File: src/rtl/bus_timer_if.sv
// Bus port bundle for the timer responder.
// Handshake: a request is cyc_i & stb_i while ack_o is low; the responder
// raises ack_o for exactly one cycle, one cycle after it sees the request,
// and dat_o carries read data only while ack_o is high (zero otherwise).
interface bus_timer_if;
    logic        cyc_i;
    logic        stb_i;
    logic        we_i;
    logic [3:0]  sel_i;
    logic [2:0]  adr_i;
    logic [31:0] dat_i;
    logic [31:0] dat_o;
    logic        ack_o;

    modport master (
        output cyc_i, stb_i, we_i, sel_i, adr_i, dat_i,
        input  dat_o, ack_o
    );

    modport slave (
        input  cyc_i, stb_i, we_i, sel_i, adr_i, dat_i,
        output dat_o, ack_o
    );
endinterface

File: src/rtl/bus_timer.sv
// Memory-mapped 32-bit timer: prescaled up-counter, compare register,
// sticky match flag and registered level interrupt.
module bus_timer #(
    parameter int          PRESCALE_W  = 16,
    parameter logic [31:0] COMPARE_RST = 32'hffffffff
) (
    input  logic       clk_i,
    input  logic       rst_i,
    bus_timer_if.slave bus,
    output logic       interrupt_o
);

    localparam logic [2:0] ADR_CTRL     = 3'd0;
    localparam logic [2:0] ADR_STATUS   = 3'd1;
    localparam logic [2:0] ADR_COUNT    = 3'd2;
    localparam logic [2:0] ADR_COMPARE  = 3'd3;
    localparam logic [2:0] ADR_PRESCALE = 3'd4;

    // CTRL bits: [0] EN, [1] IE, [2] AR
    logic [2:0]            ctrl_q,     ctrl_d;
    logic                  match_q,    match_d;
    logic [31:0]           count_q,    count_d;
    logic [31:0]           compare_q,  compare_d;
    logic [PRESCALE_W-1:0] prescale_q, prescale_d;
    logic [PRESCALE_W-1:0] pcnt_q,     pcnt_d;
    logic                  ack_q,      ack_d;
    logic [31:0]           dat_q,      dat_d;
    logic                  irq_q,      irq_d;

    logic        req;
    logic        wr_req;
    logic        tick;
    logic        hit;
    logic [31:0] prescale_ext;
    logic [31:0] rdata;

    // The ack cycle masks the bus so a held request is acked every other cycle.
    assign req    = bus.cyc_i & bus.stb_i & ~ack_q;
    assign wr_req = req & bus.we_i;

    // Tick uses the registered CTRL, so a CTRL write affects ticks one cycle later.
    assign tick = ctrl_q[0] && (pcnt_q == prescale_q);
    assign hit  = tick && (count_q == compare_q);

    // Zero-extend the prescale divider to bus width for reads.
    always_comb begin
        prescale_ext = '0;
        prescale_ext[PRESCALE_W-1:0] = prescale_q;
    end

    // Read mux over the current register values.
    always_comb begin
        rdata = '0;
        case (bus.adr_i)
            ADR_CTRL:     rdata = {29'd0, ctrl_q};
            ADR_STATUS:   rdata = {31'd0, match_q};
            ADR_COUNT:    rdata = count_q;
            ADR_COMPARE:  rdata = compare_q;
            ADR_PRESCALE: rdata = prescale_ext;
            default:      rdata = '0;
        endcase
    end

    // Next-state: tick behaviour first, bus writes override, match set last.
    always_comb begin
        ctrl_d     = ctrl_q;
        match_d    = match_q;
        count_d    = count_q;
        compare_d  = compare_q;
        prescale_d = prescale_q;
        pcnt_d     = pcnt_q;

        if (ctrl_q[0]) begin
            pcnt_d = tick ? '0 : pcnt_q + PRESCALE_W'(1);
        end

        if (tick) begin
            count_d = (hit && ctrl_q[2]) ? 32'd0 : count_q + 32'd1;
        end

        if (wr_req) begin
            case (bus.adr_i)
                ADR_CTRL: begin
                    if (bus.sel_i[0]) ctrl_d = bus.dat_i[2:0];
                end
                ADR_STATUS: begin
                    if (bus.sel_i[0] && bus.dat_i[0]) match_d = 1'b0;
                end
                ADR_COUNT: begin
                    // Unselected lanes keep the tick-updated value.
                    for (int b = 0; b < 32; b++) begin
                        if (bus.sel_i[b/8]) count_d[b] = bus.dat_i[b];
                    end
                end
                ADR_COMPARE: begin
                    for (int b = 0; b < 32; b++) begin
                        if (bus.sel_i[b/8]) compare_d[b] = bus.dat_i[b];
                    end
                end
                ADR_PRESCALE: begin
                    for (int b = 0; b < PRESCALE_W; b++) begin
                        if (bus.sel_i[b/8]) prescale_d[b] = bus.dat_i[b];
                    end
                    if (|bus.sel_i) pcnt_d = '0;
                end
                default: ;
            endcase
        end

        // A match in the same cycle as a W1C clear wins.
        if (hit) match_d = 1'b1;

        ack_d = req;
        dat_d = (req && !bus.we_i) ? rdata : 32'd0;
        irq_d = match_q & ctrl_q[1];
    end

    // State registers with synchronous reset; reset also discards an in-flight write.
    always_ff @(posedge clk_i) begin
        if (rst_i) begin
            ctrl_q     <= '0;
            match_q    <= 1'b0;
            count_q    <= '0;
            compare_q  <= COMPARE_RST;
            prescale_q <= '0;
            pcnt_q     <= '0;
            ack_q      <= 1'b0;
            dat_q      <= '0;
            irq_q      <= 1'b0;
        end else begin
            ctrl_q     <= ctrl_d;
            match_q    <= match_d;
            count_q    <= count_d;
            compare_q  <= compare_d;
            prescale_q <= prescale_d;
            pcnt_q     <= pcnt_d;
            ack_q      <= ack_d;
            dat_q      <= dat_d;
            irq_q      <= irq_d;
        end
    end

    assign bus.ack_o   = ack_q;
    assign bus.dat_o   = dat_q;
    assign interrupt_o = irq_q;

endmodule

File: src/flat_wrapper.sv
// flat-port wrapper written by rule: the top's interface ports become plain ports
module bus_timer_flat 
#(
    parameter int          PRESCALE_W  = 16,
    parameter logic [31:0] COMPARE_RST = 32'hffffffff
)
  (clk_i, rst_i, interrupt_o, bus_cyc_i, bus_stb_i, bus_we_i, bus_sel_i, bus_adr_i, bus_dat_i, bus_dat_o, bus_ack_o);
  bus_timer_if bus_i ();
  input  logic clk_i;
  input  logic rst_i;
  output logic interrupt_o;
  input wire logic [$bits(bus_i.cyc_i)-1:0] bus_cyc_i;
  input wire logic [$bits(bus_i.stb_i)-1:0] bus_stb_i;
  input wire logic [$bits(bus_i.we_i)-1:0] bus_we_i;
  input wire logic [$bits(bus_i.sel_i)-1:0] bus_sel_i;
  input wire logic [$bits(bus_i.adr_i)-1:0] bus_adr_i;
  input wire logic [$bits(bus_i.dat_i)-1:0] bus_dat_i;
  output wire logic [$bits(bus_i.dat_o)-1:0] bus_dat_o;
  output wire logic [$bits(bus_i.ack_o)-1:0] bus_ack_o;
  assign bus_i.cyc_i = bus_cyc_i;
  assign bus_i.stb_i = bus_stb_i;
  assign bus_i.we_i = bus_we_i;
  assign bus_i.sel_i = bus_sel_i;
  assign bus_i.adr_i = bus_adr_i;
  assign bus_i.dat_i = bus_dat_i;
  assign bus_dat_o = bus_i.dat_o;
  assign bus_ack_o = bus_i.ack_o;
  bus_timer #(.PRESCALE_W(PRESCALE_W), .COMPARE_RST(COMPARE_RST)) u_core (.clk_i(clk_i), .rst_i(rst_i), .bus(bus_i), .interrupt_o(interrupt_o));
endmodule
File: config.mk
export PLATFORM = sky130hd
export DESIGN_NAME = bus_timer_flat
export DESIGN_NICKNAME = d
export VERILOG_FILES = /design/src/rtl/bus_timer_if.sv /design/src/rtl/bus_timer.sv /design/src/flat_wrapper.sv
export SDC_FILE = /design/constraint.sdc
export NUM_CORES = 1
export LEC_CHECK = 0
export ABC_AREA = 1
export CELL_PAD_IN_SITES_DETAIL_PLACEMENT = 0
export CELL_PAD_IN_SITES_GLOBAL_PLACEMENT = 1
export CORE_MARGIN = 1.5
export CORE_UTILIZATION = 41
export CTS_CLUSTER_SIZE = 40
export DETAILED_ROUTE_END_ITERATION = 6
export GPL_TIMING_DRIVEN = 0
export PLACE_DENSITY_LB_ADDON = 0.2
export RECOVER_POWER = 100
export SKIP_CTS_REPAIR_TIMING = 1
export SLEW_MARGIN = 40
export SYNTH_ARGS = -nofsm -noshare
export SYNTH_HDL_FRONTEND = slang
export SYNTH_SLANG_ARGS = --single-unit
File: constraint.sdc
create_clock -name clk_i -period 2.6 [get_ports clk_i]
set_clock_uncertainty 0.15 [all_clocks]
set_input_delay 0.52 -clock clk_i [delete_from_list [all_inputs] [get_ports clk_i]]
set_output_delay 0.52 -clock clk_i [all_outputs]
set_load 0.005 [all_outputs]
# Yosys cells after proc, flatten, opt, wreduce, memory -nomap -nowiden
# Cells that the tools add are included.
# W data, S select, Z words.
[totals]
inputBits = 44
register_bits = 134
elab_cells = 93
[classes]
muxes = 46
eq_ne = 6
add_sub_neg = 2
reduce_logical = 20
n_bitwise = 6
[op_table]
columns = ["op", "count"]
rows = [
  ["$pmux W32 S5", 1],
  ["$mux W32", 4],
  ["$mux W16", 5],
  ["$mux W1", 36],
  ["$add A32 B1 Y32 const B", 1],
  ["$eq A32 B32 Y1", 1],
  ["$reduce_and A3 Y1", 8],
  ["$add A16 B1 Y16 const B", 1],
  ["$eq A16 B16 Y1", 1],
  ["$eq A3 B2 Y1 const B", 2],
  ["$reduce_bool A2 Y1", 3],
  ["$logic_and A1 B1 Y1", 5],
  ["$and A1 B1 Y1", 4],
  ["$reduce_or A4 Y1", 1],
  ["$eq A3 B1 Y1 const B", 1],
  ["$eq A3 B3 Y1 const B", 1],
  ["$logic_not A3 Y1", 1],
  ["$not A1 Y1", 2],
  ["$reduce_or A2 Y1", 1],
  ["$logic_not A1 Y1", 1],
]

# Longest topological paths before layout
[depth]
ltp_word = 9
depth_mapped = 13
ltp_nobuf = 13

# Least setup slack after synthesis
# OpenSTA, ideal clock, no wires.
[synth_timing]
path_kind = "input -> register"
start = "input bus_cyc_i"
end = "register u_core.count_q[4]"
path_stages = 13
arrival_time_ns = 1.659
n_path_buf = 0
slack_ns = 0.664
t_required_ns = 2.322
setup_ns = 0.128
path_cell_list = "nand2_1 -> nor2_1 -> inv_2 -> nor2_1 -> inv_2 -> nor2_1 -> inv_2 -> nor2_4 -> inv_1 -> nand2_2 -> nor2_1 -> a21oi_1 -> nor2_1"
[synth_between]
elab_chain_len = 4
[synth_lines]
columns = ["item", "line", "source"]
rows = [
  ["start, declared", "flat_wrapper.sv:12", "input wire logic [$bits(bus_i.cyc_i)-1:0] bus_cyc_i;"],
  ["$and A1 B1 Y1 (2 in series)", "bus_timer.sv:38", "assign req = bus.cyc_i & bus.stb_i & ~ack_q;"],
  ["$and A1 B1 Y1", "bus_timer.sv:39", "assign wr_req = req & bus.we_i;"],
  ["$mux W32", "bus_timer.sv:81", "if (wr_req) begin"],
  ["end signal, assigned", "bus_timer.sv:133", "count_q <= count_d;"],
  ["end, declared", "bus_timer.sv:22", "logic [31:0] count_q, count_d;"],
]
# No other way between the ends.
# A chain may end at the register's enable or synchronous reset.

# Final worst setup path
[layout_timing]
start = "input bus_adr_i[0]"
end = "register u_core.prescale_q[6]"
[layout_between]
elab_chain_len = 2
[layout_lines]
columns = ["item", "line", "source"]
rows = [
  ["start, declared", "flat_wrapper.sv:16", "input wire logic [$bits(bus_i.adr_i)-1:0] bus_adr_i;"],
  ["$eq A3 B3 Y1", "bus_timer.sv:82", "case (bus.adr_i)"],
  ["$reduce_and A3 Y1 (no line)", "--", ""],
  ["end signal, assigned", "bus_timer.sv:135", "prescale_q <= prescale_d;"],
  ["end, declared", "bus_timer.sv:24", "logic [PRESCALE_W-1:0] prescale_q, prescale_d;"],
]
# No other way between the ends.

==> metrics.md <==
| Metric | Value |
|---|---|
| Run status | `finished, final reports clean` |
| CTS Buf Count | `17` |
| Leak | `3.308 nW` |
| Post-detail-place hpwl | `16.20 mm` |
| Hold path depth | `2` |
| Hold Violations, Final | `0` |
| Design Area, Final | `8509 um^2` |
| Register bit total from synthesis | `134` |
| Via count | `6712` |
| Synth Area in Compound Gates | `13.01%` |
| Reg2reg end | `u_core.count_q[6]$_SDFF_PP0_` |
| Die area | `17380 um^2` |
| Synth unique cells | `43` |
| Total power | `4.972 mW` |
| Seq/Total Area, Yosys | `39.41%` |
| Area of the core | `16060 um^2` |
| Clock Sink Count | `134` |
| Clock Root Buffer | `clkbuf_16` |
| Fraction of synthesized area in multiplexers | `0%` |
| GR Overflow Total | `0` |
| Final GP Congestion | `0.8689` |
| Vias in the first global route | `6364` |
| Critical R2R Launch | `u_core.prescale_q[2]$_SDFFE_PP0P_` |
| Fraction of synthesized cell area in xor and xnor cells | `5.662%` |
| Largest net degree at the start of global routing | `17` |
| Total placed instance area | `7828 um^2` |
| Drt pass-1 iters | `5` |
| Final Max Slew Viols | `0` |
| Hold Path Sink | `u_core.interrupt_o$_SDFF_PP0_` |
| Ant. Diodes | `0` |
| Die width | `131.8 um` |
| Initial antenna violation count | `0` |
| Max-Cap Viols | `0` |
| Hold Startpoint | `u_core.ctrl_q[1]$_SDFFE_PP0P_` |
| Slew HR | `48.79%` |
| First-pass GRT wire length | `33.77 mm` |
| R2r worst-path depth | `10` |
| Clock tree buffer depth | `2` |
| Startpoint Class | `input port` |
| Slew @ Worst Pin | `0.7682 ns` |
| Critical Path Fanout Max | `10` |
| Post-Synth Adder-Cell Area | `0.3676%` |
| Setup slack at placement | `-0.4739 ns` |
| Initial Util | `42.39%` |
| WS Path Type | `in -> reg` |
| Die height | `131.8 um` |
| Syn_nets | `1018` |
| Post-synthesis simple-gate area fraction | `33.01%` |
| Boundary Pins | `78` |
| Mapped Area | `6807 um^2` |
| I/O Buffers | `75` |
| Fraction of layout cells with a size suffix above 1 | `9.167%` |
| Detail Route Antenna Nets | `0` |
| Worst reg-to-reg setup slack | `0.21 ns` |
| CTS tree | `done` |
| Largest family of logic cells by synthesized area | `simple AND/OR/NAND/NOR gates` |
| Endpoints failing setup | `0` |
| Syn Inst Count | `972` |
| Layout area overhead | `25.02%` |
| Core Util, Final | `52.99%` |
| Yosys warnings | `0` |
| Fmax achieved | `398.7 MHz` |
| Vias per cell | `5.179` |
| Total wire length | `21.36 mm` |
| Clock-pin slew on the worst setup and hold paths | `0.06 ns` |
| Inst Count DP | `1263` |
| Period utilisation layout | `96.47%` |
| Number of nets in the layout | `1115` |
| Rows | `46` |
| Post-Layout Cell Count | `1296` |
| Total track usage | `25.02%` |
| Final WS setup | `0.09184 ns` |
| Initial DRC Count | `487` |
| Number of remaining DRC errors | `0` |
| Crit path capture type | `flip-flop` |
| Skew-Pair Late Insertion Delay | `0.43 ns` |
| Critical path arrival | `2.71 ns` |
| Routed len/inst | `16.48 um` |
| Min Tclk post-route | `2.508 ns` |
| Total power density per cell area | `584.3 nW/um^2` |
| Hold WC Path Type | `reg -> reg` |
| Maximum vdd ir drop | `0.0005049 V` |
| Post-Syn Area per Cell | `7.003 um^2` |
| Htree depth | `4` |
| Worst EP required | `2.80 ns` |
[critical path: stages]
cell,delay [ns]
clkdlybuf4s50_1,0.50
nor2_1,0.20
inv_1,0.12
nor2_4,0.29
inv_2,0.09
buf_2,0.24
nor2_4,0.23
buf_2,0.26
o21ai_0,0.10
a21oi_1,0.15
[kinds of logic after synthesis]
| family | Yosys count |
|---|---|
| DFF | 134 |
| and+or+nand+nor | 495 |
| buffers and inverters | 148 |
| xor gates and xnor gates | 44 |
| AOI/OAI and AO/OA | 149 |
| adders and majority gates | 2 |
[per-stage QoR]
| step | setup TNS (ns) | hold WS, ns |
|---|---|---|
| final | 0 | 0.3156 |
| after global routing | -0.003347 | 0.3268 |
| after CTS | -0.2133 | 0.3116 |
| after detailed placement | -24.73 | 0.2998 |
| after global placement | -24.94 | 0.3009 |
| after floorplan | 0 | 0.2696 |
[cell usage after synthesis]
cell / n / area share [%]
o31ai_1: 1 / 0.11
a211oi_1: 4 / 0.44
nor3b_1: 2 / 0.22
a31oi_1: 4 / 0.37
and3_1: 1 / 0.092
nor3_4: 1 / 0.24
clkinv_2: 1 / 0.073
nand2_2: 4 / 0.37
clkbuf_1: 19 / 1.0
o21a_1: 1 / 0.11
ha_1: 2 / 0.37
nand2_1: 214 / 12
nor3_1: 12 / 0.88
o21ai_1: 3 / 0.22
a221oi_1: 9 / 1.2
nand3_2: 1 / 0.15
nand3b_1: 1 / 0.11
or2_2: 1 / 0.092
nand4_2: 1 / 0.18
clkbuf_2: 3 / 0.22
nor4_1: 1 / 0.092
xor2_1: 41 / 5.3
inv_1: 93 / 5.1
xnor2_1: 3 / 0.39
nor2_1: 131 / 7.2
nand3_1: 70 / 5.1
dfxtp_1: 134 / 39
and2_1: 1 / 0.092
buf_2: 10 / 0.74
inv_2: 17 / 0.94
nor3_2: 8 / 1.2
o21bai_1: 3 / 0.33
nand3_4: 2 / 0.51
a21oi_1: 62 / 4.6
o22ai_1: 7 / 0.64
nand4_1: 28 / 2.6
a22oi_1: 16 / 1.8
o211ai_1: 12 / 1.3
clkinv_1: 3 / 0.17
buf_4: 2 / 0.22
nor2_2: 8 / 0.74
o21ai_0: 27 / 2.0
nor2_4: 8 / 1.3
[flip-flops by register name, summed over array words and instances, names as in the netlist]
| signal | cells |
|---|---|
| u_core.pcnt_q | 16 |
| u_core.bus.ack_o | 1 |
| u_core.count_q | 32 |
| u_core.match_q | 1 |
| u_core.ctrl_q | 3 |
| u_core.compare_q | 32 |
| u_core.interrupt_o | 1 |
| u_core.bus.dat_o | 32 |
| u_core.prescale_q | 16 |
[power breakdown]
part | internal (mW) | leakage [nW] | total [mW] | switching (mW)
combinational | 0.101 | 1.94 | 0.268 | 0.167
sequential | 2.06 | 1.08 | 2.07 | 0.00905
clock | 1.69 | 0.290 | 2.63 | 0.940
[area by class of cell]
cell class,instances,area (um^2)
Buffer,34,151.4
Clock buffer,18,429.2
Inverter,114,429.2
Multi-Input combinational cell,690,3568
Fill cell,1592,7548
Tap cell,216,270.3
Sequential cell,134,2683
Clock inverter,12,205.2
Timing Repair Buffer,78,773.2
[worst max-delay path by stage]
stage	cells after the start	start	slack [ns]	endpoint
global route	10	bus_adr_i[0]	-0.003	u_core.prescale_q[5]$_SDFFE_PP0P_
detailed placement	10	bus_adr_i[1]	-0.47	u_core.count_q[14]$_SDFF_PP0_
floorplan	13	bus_cyc_i	0.66	u_core.count_q[4]$_SDFF_PP0_
finish	10	bus_adr_i[0]	0.09	u_core.prescale_q[6]$_SDFFE_PP0P_
global placement	10	bus_adr_i[1]	-0.46	u_core.count_q[14]$_SDFF_PP0_
CTS	10	bus_adr_i[1]	-0.03	u_core.count_q[14]$_SDFF_PP0_
[cells in the final DEF, fill, tap and decap left out, types with 8 or more instances in the layout]
cell type          n
nand3_1           70
nor2_2             8
nand2_1          214
dfxtp_1          134
dlygate4sd3_1     35
nor2_1           131
o21ai_0           27
a221oi_1           9
o211ai_1          12
buf_2             10
inv_1             93
nand4_1           28
nor3_1            12
a22oi_1           16
nor2_4             8
inv_2             17
a21oi_1           62
clkbuf_1          20
clkdlybuf4s50_1   40
clkbuf_16         17
xor2_1            41
[per-layer routing]
metal / GRT usage [%] / vias to the layer above / routed length, um
met5: 0 / - / 0
met4: 9.568 / 0 / 596
met3: 5.152 / 47 / 1120
met2: 41.08 / 200 / 9871
met1: 32.36 / 3094 / 9767
li1: - / 3371 / -
No activity file was read; power rests on OpenSTA's default activity.
